--- config.mk ---
export PLATFORM = sky130hd
export DESIGN_NAME = cla_nibble_sequencer
export DESIGN_NICKNAME = d
export VERILOG_FILES = /design/src/rtl/cla_seq_pkg.sv /design/src/rtl/cla4_core.sv /design/src/rtl/cla_nibble_sequencer.sv
export SDC_FILE = /design/constraint.sdc
export NUM_CORES = 1
export LEC_CHECK = 0
export ABC_CLOCK_PERIOD_IN_PS = 2600
export BUFFER_PORTS_ARGS = -buffer_cell sky130_fd_sc_hd__buf_2
export CORE_MARGIN = 2
export CORE_UTILIZATION = 53
export CTS_BUF_LIST = sky130_fd_sc_hd__clkbuf_2 sky130_fd_sc_hd__clkbuf_4 sky130_fd_sc_hd__clkbuf_8
export CTS_CLUSTER_DIAMETER = 100
export CTS_CLUSTER_SIZE = 20
export DETAILED_ROUTE_END_ITERATION = 10
export PLACE_DENSITY = 0.76
export SYNTH_ARGS = -nofsm -noshare
export SYNTH_HDL_FRONTEND = slang
export SYNTH_SLANG_ARGS = --single-unit
export TNS_END_PERCENT = 20
--- constraint.sdc ---
create_clock -name clk -period 2.6 [get_ports clk]
set_input_delay 0.26 -clock clk [delete_from_list [all_inputs] [get_ports clk]]
set_output_delay 0.26 -clock clk [all_outputs]
set_load 0.02 [all_outputs]
--- src/rtl/cla_seq_pkg.sv ---
// Shared constants and state encoding for the nibble-serial CLA adder.
package cla_seq_pkg;

    localparam int NIB_W = 4;

    typedef enum logic [1:0] {
        IDLE = 2'd0,
        RUN  = 2'd1,
        DONE = 2'd2
    } state_t;

endpackage

--- src/rtl/cla4_core.sv ---
// Purely combinational 4-bit carry-lookahead adder; exposes the carry into
// bit 3 so the sequencer can form two's-complement overflow on the top nibble.
module cla4_core
    import cla_seq_pkg::*;
(
    input  logic [NIB_W-1:0] a,
    input  logic [NIB_W-1:0] b,
    input  logic             ci,
    output logic [NIB_W-1:0] s,
    output logic             co,
    output logic             c3
);

    logic [NIB_W-1:0] g;
    logic [NIB_W-1:0] p;
    logic             c1;
    logic             c2;

    assign g = a & b;
    assign p = a ^ b;

    // Every carry is a flat sum-of-products of g/p, so none waits on a lower carry.
    assign c1 = g[0] | (p[0] & ci);
    assign c2 = g[1] | (p[1] & g[0]) | (p[1] & p[0] & ci);
    assign c3 = g[2] | (p[2] & g[1]) | (p[2] & p[1] & g[0])
              | (p[2] & p[1] & p[0] & ci);
    assign co = g[3] | (p[3] & g[2]) | (p[3] & p[2] & g[1])
              | (p[3] & p[2] & p[1] & g[0]) | (p[3] & p[2] & p[1] & p[0] & ci);

    assign s = p ^ {c3, c2, c1, ci};

endmodule

--- src/rtl/cla_nibble_sequencer.sv ---
// Adds two WIDTH-bit operands one nibble per clock through a single 4-bit CLA,
// LSB nibble first, with a start/busy/done handshake and a registered result.
module cla_nibble_sequencer
    import cla_seq_pkg::*;
#(
    parameter int WIDTH = 16
) (
    input  logic             clk,
    input  logic             rst_n,
    input  logic             start,
    input  logic [WIDTH-1:0] a,
    input  logic [WIDTH-1:0] b,
    input  logic             cin,
    output logic             busy,
    output logic             done,
    output logic [WIDTH-1:0] sum,
    output logic             cout,
    output logic             overflow
);

    localparam int NIBBLES = WIDTH / NIB_W;
    localparam int IDX_W   = (NIBBLES > 1) ? $clog2(NIBBLES) : 1;
    localparam logic [IDX_W-1:0] LAST_IDX = IDX_W'(NIBBLES - 1);

    state_t           state;
    state_t           state_next;
    logic [WIDTH-1:0] op_a;
    logic [WIDTH-1:0] op_b;
    logic [WIDTH-1:0] partial;
    logic [WIDTH-1:0] partial_next;
    logic             carry;
    logic [IDX_W-1:0] idx;
    logic             last_nib;

    logic [NIB_W-1:0] core_a;
    logic [NIB_W-1:0] core_b;
    logic [NIB_W-1:0] core_s;
    logic             core_co;
    logic             core_c3;

    assign core_a = op_a[NIB_W*idx +: NIB_W];
    assign core_b = op_b[NIB_W*idx +: NIB_W];

    cla4_core u_core (
        .a  (core_a),
        .b  (core_b),
        .ci (carry),
        .s  (core_s),
        .co (core_co),
        .c3 (core_c3)
    );

    always_ff @(posedge clk or negedge rst_n) begin
        if (!rst_n) begin
            state <= IDLE;
        end else begin
            state <= state_next;
        end
    end

    always_comb begin
        state_next = state;
        busy       = 1'b0;
        done       = 1'b0;
        last_nib   = 1'b0;
        case (state)
            IDLE: begin
                if (start) begin
                    state_next = RUN;
                end
            end
            RUN: begin
                busy = 1'b1;
                if (idx == LAST_IDX) begin
                    last_nib   = 1'b1;
                    state_next = DONE;
                end
            end
            DONE: begin
                done       = 1'b1;
                state_next = IDLE;
            end
            default: begin
                state_next = IDLE;
            end
        endcase
    end

    // The completed sum must include the nibble being written on the final edge.
    always_comb begin
        partial_next = partial;
        partial_next[NIB_W*idx +: NIB_W] = core_s;
    end

    always_ff @(posedge clk or negedge rst_n) begin
        if (!rst_n) begin
            op_a     <= '0;
            op_b     <= '0;
            partial  <= '0;
            carry    <= 1'b0;
            idx      <= '0;
            sum      <= '0;
            cout     <= 1'b0;
            overflow <= 1'b0;
        end else begin
            case (state)
                IDLE: begin
                    if (start) begin
                        op_a    <= a;
                        op_b    <= b;
                        carry   <= cin;
                        idx     <= '0;
                        partial <= '0;
                    end
                end
                RUN: begin
                    partial <= partial_next;
                    carry   <= core_co;
                    if (last_nib) begin
                        sum      <= partial_next;
                        cout     <= core_co;
                        overflow <= core_c3 ^ core_co;
                    end else begin
                        idx <= idx + 1'b1;
                    end
                end
                default: begin
                end
            endcase
        end
    end

endmodule
# ---- After elaboration in Yosys (flattened, before gate mapping)
# Cells that the tools add are included.
dict set report totals {
  ff_bits 71
  input_bits 36
  wordCells 73
  output_inout_bits 20
}
dict set report classes {
  muxes 15
  n_addsub 2
  bitwise 30
  n_shift 4
  n_eq_ne 6
  n_reduce_logical 7
}
# op count
set ops {}
lappend ops {{negation 4 -> 34 bit} 1}
lappend ops {{variable shift 4 x 34 -> 16 bit, first input constant} 1}
lappend ops {{indexed part select 4 x 34 -> 16 bit} 1}
lappend ops {{case mux 16 bit (2 select lines)} 1}
lappend ops {{indexed part select 16 x 5 -> 4 bit} 2}
lappend ops {{AND 1 bit} 16}
lappend ops {{bitwise mux 16 bit} 1}
lappend ops {{2-to-1 mux 16 bit} 1}
lappend ops {{bitwise OR 1 bit} 10}
lappend ops {{2-to-1 mux 2 bit} 4}
lappend ops {{case mux 2 bit (2 select lines)} 2}
lappend ops {{AND reduction 2 bit} 4}
lappend ops {{XOR 4 bit} 2}
lappend ops {{!= test 2 bit, second input constant} 3}
lappend ops {{2-to-1 mux 1 bit} 5}
lappend ops {{AND 4 bit} 1}
lappend ops {{equality test 2 bit, second input constant} 2}
lappend ops {{AND reduction 3 bit} 1}
lappend ops {{adder 2 x 1 -> 2 bit, second input constant} 1}
lappend ops {{equality test 2 x 1 -> 1 bit, second input constant} 1}
lappend ops {{zero test 2 bit} 1}
lappend ops {{case mux 1 bit (2 select lines)} 1}
lappend ops {{nonzero test 2 bit} 1}
lappend ops {{XOR 1 bit} 1}

# ---- Depth between registers and ports, before layout
# Gate-level depths: netlist of run 1.
dict set report logic_depth {
  ltp_word 10
  mapped_depth 8
  ltp_nobuf 6
}

# ---- Modules after synthesis
# From an unflattened synthesis of run 1, not the netlist that was laid out.
dict set report hier_totals {
  cells_unflattened 279
  hier_area_um2 3405.8
}
# mod seq_area_each_um2 cells_per_inst area_per_inst_um2 n_inst
set by_module_without_submodules {}
lappend by_module_without_submodules {cla_nibble_sequencer 1776.7 261 3250.6 1}
lappend by_module_without_submodules {cla4_core 0.0 18 155.1 1}

# ---- Worst setup path before layout of run 1
# Ideal clock, no wire load.
dict set report synth_timing {
  path_kind {register to register}
  startpoint {register idx[0]}
  endpoint {register partial[6]}
  required_ns 2.478
  period_less_slack_ns 2.672
  slack_ns -0.072
  setup_ns 0.122
  arrival_time_ns 2.550
  path_buffers 1
  stages_incl_launch_ff 8
  path_cell_list {dfrtp_1 buf_2 mux4_2 ha_1 a21o_1 a21oi_2 xnor2_1 a32o_1}
}
dict set report synth_between {
  elab_chain_len 10
  word_cells_on_any_way 25
  classes_between {add/sub (1); shift (4); mux (2); bitwise (18)}
}
# item line_no
set synth_lines {}
lappend synth_lines {{start: declaration} cla_nibble_sequencer.sv:32} ;# logic [IDX_W-1:0] idx;
lappend synth_lines {{start signal: assignment} cla_nibble_sequencer.sv:124} ;# idx <= idx + 1'b1;
lappend synth_lines {{indexed part select 16 x 5 -> 4 bit (on tied branches)} {cla_nibble_sequencer.sv:41, cla_nibble_sequencer.sv:42}}
lappend synth_lines {{XOR 4 bit or AND 4 bit (tied branches)} {cla4_core.sv:20, cla4_core.sv:19}}
lappend synth_lines {{AND 1 bit (on tied branches)} {cla4_core.sv:25, cla4_core.sv:26}}
lappend synth_lines {{bitwise OR 1 bit (tied with other cells)} cla4_core.sv:25} ;# assign c3 = g[2] | (p[2] & g[1]) | (p[2] & p[1] & g[0])
lappend synth_lines {{bitwise OR 1 bit or AND 1 bit (tied branches)} {cla4_core.sv:25, cla4_core.sv:26}}
lappend synth_lines {{bitwise OR 1 bit} cla4_core.sv:26} ;# | (p[2] & p[1] & p[0] & ci);
lappend synth_lines {{XOR 4 bit} cla4_core.sv:30} ;# assign s = p ^ {c3, c2, c1, ci};
lappend synth_lines {{indexed part select 4 x 34 -> 16 bit} cla_nibble_sequencer.sv:92} ;# partial_next[NIB_W*idx +: NIB_W] = core_s;
lappend synth_lines {{bitwise mux 16 bit *} cla_nibble_sequencer.sv:92}
lappend synth_lines {{case mux 16 bit (2 select lines) *} cla_nibble_sequencer.sv:106} ;# case (state)
lappend synth_lines {{end signal: assignment} cla_nibble_sequencer.sv:117} ;# partial <= partial_next;
lappend synth_lines {{end: declaration} cla_nibble_sequencer.sv:29} ;# logic [WIDTH-1:0] partial;
# Mark *: on every way between the ends. The rest lies on a longest branch, timed or not.
# A chain may end at the register's enable or synchronous reset.

# ---- Worst setup path after layout of run 1
dict set report layout_timing {
  startpoint {register idx[0]}
  endpoint {register carry}
}
dict set report layout_between {
  elab_chain_len 8
  word_cells_on_any_way 16
  classes_between {shift (2); mux (1); bitwise (13)}
}
# item line_no
set layout_lines {}
lappend layout_lines {{indexed part select 16 x 5 -> 4 bit (on tied branches)} {cla_nibble_sequencer.sv:41, cla_nibble_sequencer.sv:42}}
lappend layout_lines {{XOR 4 bit or AND 4 bit (tied branches)} {cla4_core.sv:20, cla4_core.sv:19}}
lappend layout_lines {{AND 1 bit (on tied branches)} {cla4_core.sv:27, cla4_core.sv:28}}
lappend layout_lines {{bitwise OR 1 bit (tied with other cells)} cla4_core.sv:27} ;# assign co = g[3] | (p[3] & g[2]) | (p[3] & p[2] & g[1])
lappend layout_lines {{bitwise OR 1 bit or AND 1 bit (tied branches)} {cla4_core.sv:27, cla4_core.sv:28}}
lappend layout_lines {{bitwise OR 1 bit or AND 1 bit (tied branches)} cla4_core.sv:28} ;# | (p[3] & p[2] & p[1] & g[0]) | (p[3] & p[2] & p[1] & p[0] & ci);
lappend layout_lines {{bitwise OR 1 bit *} cla4_core.sv:28}
lappend layout_lines {{case mux 1 bit (2 select lines) *} cla_nibble_sequencer.sv:106}
lappend layout_lines {{end signal: assignment} cla_nibble_sequencer.sv:111} ;# carry <= cin;
lappend layout_lines {{end signal: assignment} cla_nibble_sequencer.sv:118} ;# carry <= core_co;
lappend layout_lines {{end: declaration} cla_nibble_sequencer.sv:31} ;# logic carry;
# Marks and branches as above.

==> qor.yml, run 1 <==
reg2reg_slack_ps: 110
initial_core_util: 0.547
io_buffers: 55
antenna_found_initial: 0
wl_per_cell_um: 17.3
hp-class: "in -> async"
yosysSeqAreaShare: 0.515
cts.htree.levels: 3
crit_family: "compound AO/OA/AOI/OAI gates"
cts_max_path_buffers: 2
critPathArrivalTime_ps: 2730
avgSynthCellArea_sq_um: 12.5
yosys_register_bits: 71
drtIter0Drc: 115
cts_tree: "built"
finClkSkew_ps: 10.6
placed_cell_area_sq_um: 3840
finalHoldViolations: 0
place_ws_ps: 35.7
status: "finished, final reports clean"
core_area_sq_um: 6310
syn-instance-count: 275
syn-num-nets: 323
fin_ws_ps: 106
wl_um: 7230
cp_slowest_cell: "mux4_2"
grtUsageTotal: 0.222
cts_setup_buffers: 0
final_common_cell: "dfrtp_1"
grt_pass1_vias: 2561
start_kind: "flop"
areaGrowthSynthToFinish_pct: 18.4
syn_area_sq_um: 3450
crit_path_end_kind: "flop"
hpwlAfterDp_um: 5390
antenna_left: 0
worst_pin_slew_ps: 806
finalCritPeriodShare: 0.959
critPathMaxStageDelay_ps: 510
worstSetupPathType: "reg -> reg"
layout_common_cells: "70 x dfrtp_1, 55 x buf_2, 32 x mux2_2"
nNetsFinal: 383
antennaDiodeCount: 0
final_max_slew_viol_count: 0
clk_pin_slew_worst_paths_ps: 70
crit_fanout: 7
drive_gt1_frac: 0.391
num_rows: 29
cts_root_buffer: "clkbuf_8"
hold_slack_ps: 13.7
crit_chain: "buf_6 -> mux4_2 -> ha_1 -> a21oi_1 -> o21ai_2 -> a21oi_1 -> a221oi_1"
drcViolationCount: 0
routed_via_density: 5.88
clock-sinks: 71
grt_max_degree: 38
critPathRequiredTime_ps: 2830
cts-resized-gates: 0
yosys_warnings: 0
cpMostUsedCell: "a21oi_1"
cts_hold_buffers: 0
final_area_sq_um: 4090
grt_pass1_wl_um: 12400
gp_congestion: 0.841
cts_made_buffers: 9
final.min_clock_period_ps: 2490
num_vias: 2451
io_pins: 56
rsz0062_at_grt: "yes"
setup_viol: 0
insertion_delay_ps: 340
overflow: 0
clock.fmax_ghz: 0.401
crit_buf_inv: 1
die_area_sq_um: 7170
relSlewSlack: 0.463
firstDrtPassIters: 4
die_y_um: 84.7
die_w_um: 84.7
synthDistinctLibCells: 45
timing.max_cap.violations: 0
==> routing by layer <==
| metal | share of wire | wire length, um | GRT usage |
|---|---|---|---|
| met3 | 0.049 | 352 | 0.0442 |
| met1 | 0.42 | 3000 | 0.284 |
| met4 | 0.024 | 172 | 0.0938 |
| met2 | 0.51 | 3700 | 0.371 |
| met5 | 0 | 0 | 0 |
==> per-stage QoR <==
step                      TNS [ps]  utilization  instances
after CTS                        0        0.643        417
after detailed placement         0        0.608        401
final                            0        0.647        417
after global routing         -81.0        0.647        417
after global placement           0        0.608        401
after floorplan                  0            -        275
==> synthesized netlist by cell type (all sizes together) <==
cell | n | share of area
buf | 11 | 0.018
o31ai | 8 | 0.017
and4 | 1 | 0.0025
a32o | 8 | 0.023
nor2 | 24 | 0.028
xor2 | 1 | 0.0025
nand2 | 10 | 0.011
mux2 | 33 | 0.11
dfrtp | 71 | 0.51
mux4 | 8 | 0.052
nand2b | 6 | 0.011
a221oi | 9 | 0.023
o21ai | 3 | 0.0054
nand3 | 8 | 0.012
nor2b | 1 | 0.0018
fa | 1 | 0.0058
mux2i | 5 | 0.015
a311oi | 4 | 0.012
a21oi | 7 | 0.011
a22o | 5 | 0.013
inv | 12 | 0.013
and2 | 1 | 0.0018
or4 | 2 | 0.0065
nor4b | 1 | 0.0025
a41oi | 1 | 0.0025
xnor2 | 2 | 0.0073
o21bai | 5 | 0.011
clkbuf | 5 | 0.0058
nand4 | 2 | 0.0036
ha | 11 | 0.040
nor4 | 2 | 0.0054
nor3 | 1 | 0.0014
nand3b | 1 | 0.0022
a21o | 5 | 0.011
==> final timing paths <==
check | cells after the start | start | endpoint
min in group clk | 2 | a[8] | op_a[8]$_DFFE_PN0P_
max | 7 | idx[0]$_DFFE_PN0P_ | carry$_DFFE_PN0P_
min reg2reg | 2 | overflow$_DFFE_PN0P_ | overflow$_DFFE_PN0P_
max in group asynchronous | 2 | rst_n | partial[11]$_DFFE_PN0P_
min | 1 | rst_n | sum[8]$_DFFE_PN0P_
max reg2reg | 7 | idx[0]$_DFFE_PN0P_ | carry$_DFFE_PN0P_
==> flip-flops by register name, indices dropped and copies added, names as in the netlist <==
| register | count |
|---|---|
| sum | 16 |
| state | 2 |
| partial | 16 |
| idx | 2 |
| overflow | 1 |
| cout | 1 |
| op_b | 16 |
| carry | 1 |
| op_a | 16 |
==> area by class of cell <==
class | instances | area [sq um]
multi-input combinational | 176 | 1570
clock buffer | 12 | 146
clock inverter | 4 | 70.1
tap | 77 | 96.3
timing repair buffer | 65 | 383
sequential | 71 | 1780
fill | 533 | 2230
inverter | 12 | 45.0
==> cell families (layout without fill, tap and decap cells) <==
group	after synthesis	after routing	synth area share
AOI/OAI and AO/OA	55	55	0.129
xor gates and xnor gates	3	3	0.00979
adders and majority gates	12	12	0.0457
buffers and inverters	28	93	0.0366
DFF	71	71	0.515
muxes	46	46	0.174
and+or+nand+nor	60	60	0.0896
Power of run 1 is left out: the tool's default activity adds up to more than one toggle a clock period on the data nets, which glitch-free logic cannot reach.
==> run 2, diff against run 1 <==
- GPL_TIMING_DRIVEN: default -> 0
==> run 2 against run 1 <==
  * Critical path depth is 1 higher
  * Clock-buffer cell count stayed put
  * Global-route usage is 0.084 points lower
  * Highest routed layer unchanged
==> qor.yml, run 2 (same netlist as run 1, synthesis figures left out) <==
status: "finished, final reports clean"  # unchanged
relSlewSlack: 0.419  # was 0.463
numPlacedInstances: 407  # was 401
num_rows: 29  # unchanged
grt_pass1_wl_um: 12300  # was 12,400 um
grtUsageTotal: 0.221  # was 0.222
wl_um: 7400  # was 7230 um
nNetsFinal: 391  # was 383
initial_core_util: 0.547  # unchanged
final_common_cell: "dfrtp_1"  # unchanged
clk_pin_slew_worst_paths_ps: 70  # about the same
cts_tree: "built"  # unchanged
fin_ws_ps: 38.2  # was 106 ps
antenna_found_initial: 0  # unchanged
timing.max_cap.violations: 0  # unchanged
cts_root_buffer: "clkbuf_8"  # unchanged
routed_via_density: 5.82  # was 5.88
critPathArrivalTime_ps: 2810  # was 2730 ps
cts.htree.levels: 3  # unchanged
setup_viol: 0  # unchanged
cts_max_path_buffers: 2  # unchanged
final.min_clock_period_ps: 2560  # was 2490 ps
num_vias: 2468  # was 2,451
grt_pass1_vias: 2591  # was 2,561
die_w_um: 84.7  # unchanged
insertion_delay_ps: 350  # was 340 ps
critPathRequiredTime_ps: 2850  # was 2830 ps
grt_max_degree: 72  # was 38
clock.fmax_ghz: 0.390  # was 0.401 GHz
place_ws_ps: -343  # was 35.7 ps
cts_made_buffers: 9  # unchanged
rsz0062_at_grt: "yes"  # unchanged
fillers: 513  # was 533
final_max_slew_viol_count: 0  # unchanged
io_buffers: 55  # unchanged
areaGrowthSynthToFinish_pct: 18.4  # about the same
drive_gt1_frac: 0.398  # was 0.391
overflow: 0  # unchanged
gp_congestion: 0.875  # was 0.841
crit_path_end_kind: "flop"  # unchanged
io_pins: 56  # unchanged
finalCritPeriodShare: 0.985  # was 0.959
die_y_um: 84.7  # unchanged
core_area_sq_um: 6310  # unchanged
start_kind: "flop"  # unchanged
clock-sinks: 71  # unchanged
antennaDiodeCount: 0  # unchanged
hpwlAfterDp_um: 5150  # was 5390 um
firstDrtPassIters: 5  # was 4
finClkSkew_ps: 5.69  # was 10.6 ps
worst_pin_slew_ps: 872  # was 806 ps
layout_common_cells: "70 x dfrtp_1, 61 x buf_2, 32 x mux2_2"  # was 70 x dfrtp_1, 55 x buf_2, 32 x mux2_2
die_area_sq_um: 7170  # unchanged
drcViolationCount: 0  # unchanged
hp-class: "in -> async"  # unchanged
drtIter0Drc: 195  # was 115
finalHoldViolations: 0  # unchanged
antenna_left: 0  # unchanged
worstSetupPathType: "reg -> reg"  # unchanged
wl_per_cell_um: 17.5  # was 17.3 um
crit_fanout: 10  # was 7
stdcell_count: 424  # was 417
cts_hold_buffers: 0  # unchanged
-- run 2: final timing paths --
kind                       slack, ps                    from  cells after the start                     end
min in group clk                 120                    b[7]                      2     op_b[7]$_DFFE_PN0P_
hold / removal                    20                   rst_n                      1      sum[9]$_DFFE_PN0P_
setup / recovery                  40      idx[0]$_DFFE_PN0P_                      8     sum[11]$_DFFE_PN0P_
max in group asynchronous       1960                   rst_n                      1      idx[0]$_DFFE_PN0P_
hold reg to reg                  480  partial[7]$_DFFE_PN0P_                      2  partial[7]$_DFFE_PN0P_
setup reg to reg                  40      idx[0]$_DFFE_PN0P_                      8     sum[11]$_DFFE_PN0P_
-- run 2: cell type report --
type | instances | area (sq um) | area share
plain buffers | 16 | 92.6 | 0.0227
clock buffers | 12 | 165 | 0.0404
clock inverters | 3 | 17.5 | 0.00429
inverters | 12 | 45.0 | 0.0110
multi-input cells | 176 | 1590 | 0.388
flip-flops and latches | 71 | 1780 | 0.435
well taps | 77 | 96.3 | 0.0236
repair buffers | 57 | 305 | 0.0747
-- run 2: metrics by stage --
stage | util | hold WS, ps | setup TNS (ps) | instance area, sq um
2_1_floorplan | - | -35.6 | 0 | 3450
3_3_place_gp | 0.606 | 461 | -5440 | 3820
3_5_place_dp | 0.606 | 440 | -5900 | 3830
4_1_cts | 0.646 | 66.5 | 0 | 4080
5_1_grt | 0.647 | 90.3 | -43.9 | 4090
6_report | 0.647 | 21.4 | 0 | 4090
-- run 2: timing repair --
item | 4_1_cts | 5_1_grt
pin swaps | 1 | 0
endpoints found under the setup margin | 35 | 10
gates resized for setup | 7 | 3
hold endpoints to repair | 0 | 0
buffers inserted | 2 | 0
-- run 2: worst max-delay path, cell delays in order (launching register included) --
cell,delay [ps]
dfrtp_2,380
buf_8,170
mux4_2,530
ha_1,310
buf_2,180
a41oi_1,260
o21ai_2,150
xnor2_4,200
o31ai_1,280
-- run 2: routing by layer --
metal,vias to the layer above,share of wire,routed length [um],track usage
met5,-,0,0,0
met4,0,0.014,106,0.0765
met3,11,0.056,418,0.0629
met2,84,0.50,3710,0.364
met1,1222,0.43,3160,0.282
li1,1151,-,-,-
Power of run 2 is left out for the same reason.
==> run 3, diff against run 2 <==
- RECOVER_POWER: default -> 25
==> run 3 against run 2 <==
  * The run now ends with max-capacitance violations, max-slew violations left
  * Die area unchanged
  * Global-route usage unchanged
  * Worst setup slack unchanged
  * Fmax unchanged
  * Design area about the same
  * Via count unchanged
  * Sequential cell count unchanged
  * Sequential share of layout area about the same
  * Clock-buffer cell count unchanged
  * Critical path depth unchanged
  * Utilization about the same
==> qor.yml, run 3 (same netlist as run 1, synthesis figures left out) <==
status: "finished with violations"  # was finished, final reports clean
violations: "max-capacitance violations, max-slew violations"
drive_gt1_frac: 0.398  # unchanged
nNetsFinal: 391  # unchanged
critPathRequiredTime_ps: 2850  # about the same
areaGrowthSynthToFinish_pct: 18.3  # was 18.4%
grt_pass1_vias: 2591  # unchanged
critPathMaxStageDelay_ps: 530  # about the same
clock-sinks: 71  # unchanged
cts_tree: "built"  # unchanged
grt_max_degree: 72  # unchanged
setup_viol: 0  # unchanged
die_area_sq_um: 7170  # unchanged
start_kind: "flop"  # unchanged
grt_pass1_wl_um: 12300  # unchanged
drcViolationCount: 0  # unchanged
antenna_found_initial: 0  # unchanged
num_vias: 2468  # unchanged
crit_fanout: 10  # unchanged
wl_per_cell_um: 17.5  # about the same
overflow: 0  # unchanged
drtIter0Drc: 195  # unchanged
final.min_clock_period_ps: 2560  # unchanged
timing.max_cap.violations: 1  # was 0
io_pins: 56  # unchanged
hpwlAfterDp_um: 5150  # unchanged
finalCritPeriodShare: 0.985  # unchanged
finClkSkew_ps: 5.69  # unchanged
clk_pin_slew_worst_paths_ps: 70  # about the same
io_buffers: 55  # unchanged
wl_um: 7400  # about the same
worstSetupPathType: "reg -> reg"  # unchanged
whs_path_depth: 2
core_area_sq_um: 6310  # unchanged
cts_root_buffer: "clkbuf_8"  # unchanged
rsz0062_at_grt: "yes"  # unchanged
clock.fmax_ghz: 0.390  # unchanged
layout_common_cells: "70 x dfrtp_1, 61 x buf_2, 32 x mux2_2"  # unchanged
crit_chain: "buf_8 -> mux4_2 -> ha_1 -> buf_2 -> a41oi_1 -> o21ai_2 -> xnor2_4 -> o31ai_1"  # unchanged
cts.htree.levels: 3  # unchanged
routed_via_density: 5.82  # unchanged
crit_path_end_kind: "flop"  # unchanged
antenna_left: 0  # unchanged
final_common_cell: "dfrtp_1"  # unchanged
cts_made_buffers: 9  # unchanged
worstRegToRegCells: 8  # unchanged
regArea_sq_um: 1780  # unchanged
insertion_delay_ps: 350  # about the same
die_y_um: 84.7  # unchanged
relSlewSlack: -0.144  # was 0.419
num_rows: 29  # unchanged
multi_input_area_sq_um: 1590  # unchanged
fillers: 514  # was 513
die_w_um: 84.7  # unchanged
firstDrtPassIters: 5  # unchanged
antennaDiodeCount: 0  # unchanged
cp_slowest_cell: "mux4_2"  # unchanged
gp_congestion: 0.875  # unchanged
worst_pin_slew_ps: 1720  # was 872 ps
initial_core_util: 0.547  # unchanged
final_max_slew_viol_count: 72  # was 0
postLayoutCoreUtil: 0.647  # about the same
grtUsageTotal: 0.221  # unchanged
critPathArrivalTime_ps: 2810  # about the same
cts_max_path_buffers: 2  # unchanged
hp-class: "in -> reg"  # was in -> async
finalHoldViolations: 0  # unchanged
==> run 3: cell types whose count changed in the layout (fill, tap and decap cells not counted) <==
cell and delta:
buf_4 -1, clkbuf_2 +1
==> run 3: layout make-up <==
type                    count  share of cell area
plain buffers              16              0.0227
multi-input cells         176               0.388
inverters                  12              0.0110
repair buffers             57              0.0741
clock inverters             3             0.00429
clock buffers              12              0.0404
flip-flops and latches     71               0.435
well taps                  77              0.0236
==> run 3: what timing repair did <==
action | CTS | global route
buffers inserted | 2 | 0
hold endpoints to repair | 0 | 0
hold buffers | 0 | 0
endpoints found under the setup margin | 35 | 10
resized for setup | 7 | 3
pin swaps | 1 | 0
==> run 3: worst paths after layout <==
check / start / end / slack, ps
worst max-delay path: idx[0]$_DFFE_PN0P_ / sum[11]$_DFFE_PN0P_ / 40
worst min-delay path: b[7] / op_b[7]$_DFFE_PN0P_ / 120
worst max register to register: idx[0]$_DFFE_PN0P_ / sum[11]$_DFFE_PN0P_ / 40
worst min register to register: partial[7]$_DFFE_PN0P_ / partial[7]$_DFFE_PN0P_ / 480
max in group asynchronous: rst_n / idx[0]$_DFFE_PN0P_ / 1110
min in group asynchronous: rst_n / sum[9]$_DFFE_PN0P_ / 360
==> run 3: stage by stage <==
stage	setup WS (ps)	std cells	hold WS, ps	instance area (sq um)	setup TNS, ps
finish	38.2	424	125	4080	0
global route	-19.5	424	124	4080	-43.9
CTS	27.5	424	66.5	4080	0
detailed placement	-343	407	440	3830	-5900
global placement	-316	407	461	3820	-5440
floorplan	11.5	275	-35.6	3450	0
==> run 3: worst max-delay path: cells and delay by family (launching register included) <==
kind	cells	cell delay, ps
AO/OA/AOI/OAI	3	690
XOR/XNOR	1	200
adder cells (fa/ha/maj)	1	310
buffers and inverters	2	350
flip-flops	1	380
multiplexers	1	530
==> run 3: per-layer routing <==
layer  global-route usage  wire, um  share of wire  vias up
li1                     -         -              -     1151
met1                0.282      3160           0.43     1222
met2                0.364      3710           0.50       84
met3               0.0629       418          0.056       11
met4               0.0765       106          0.014        0
met5                    0         0              0        -
Power of run 3 is left out for the same reason.
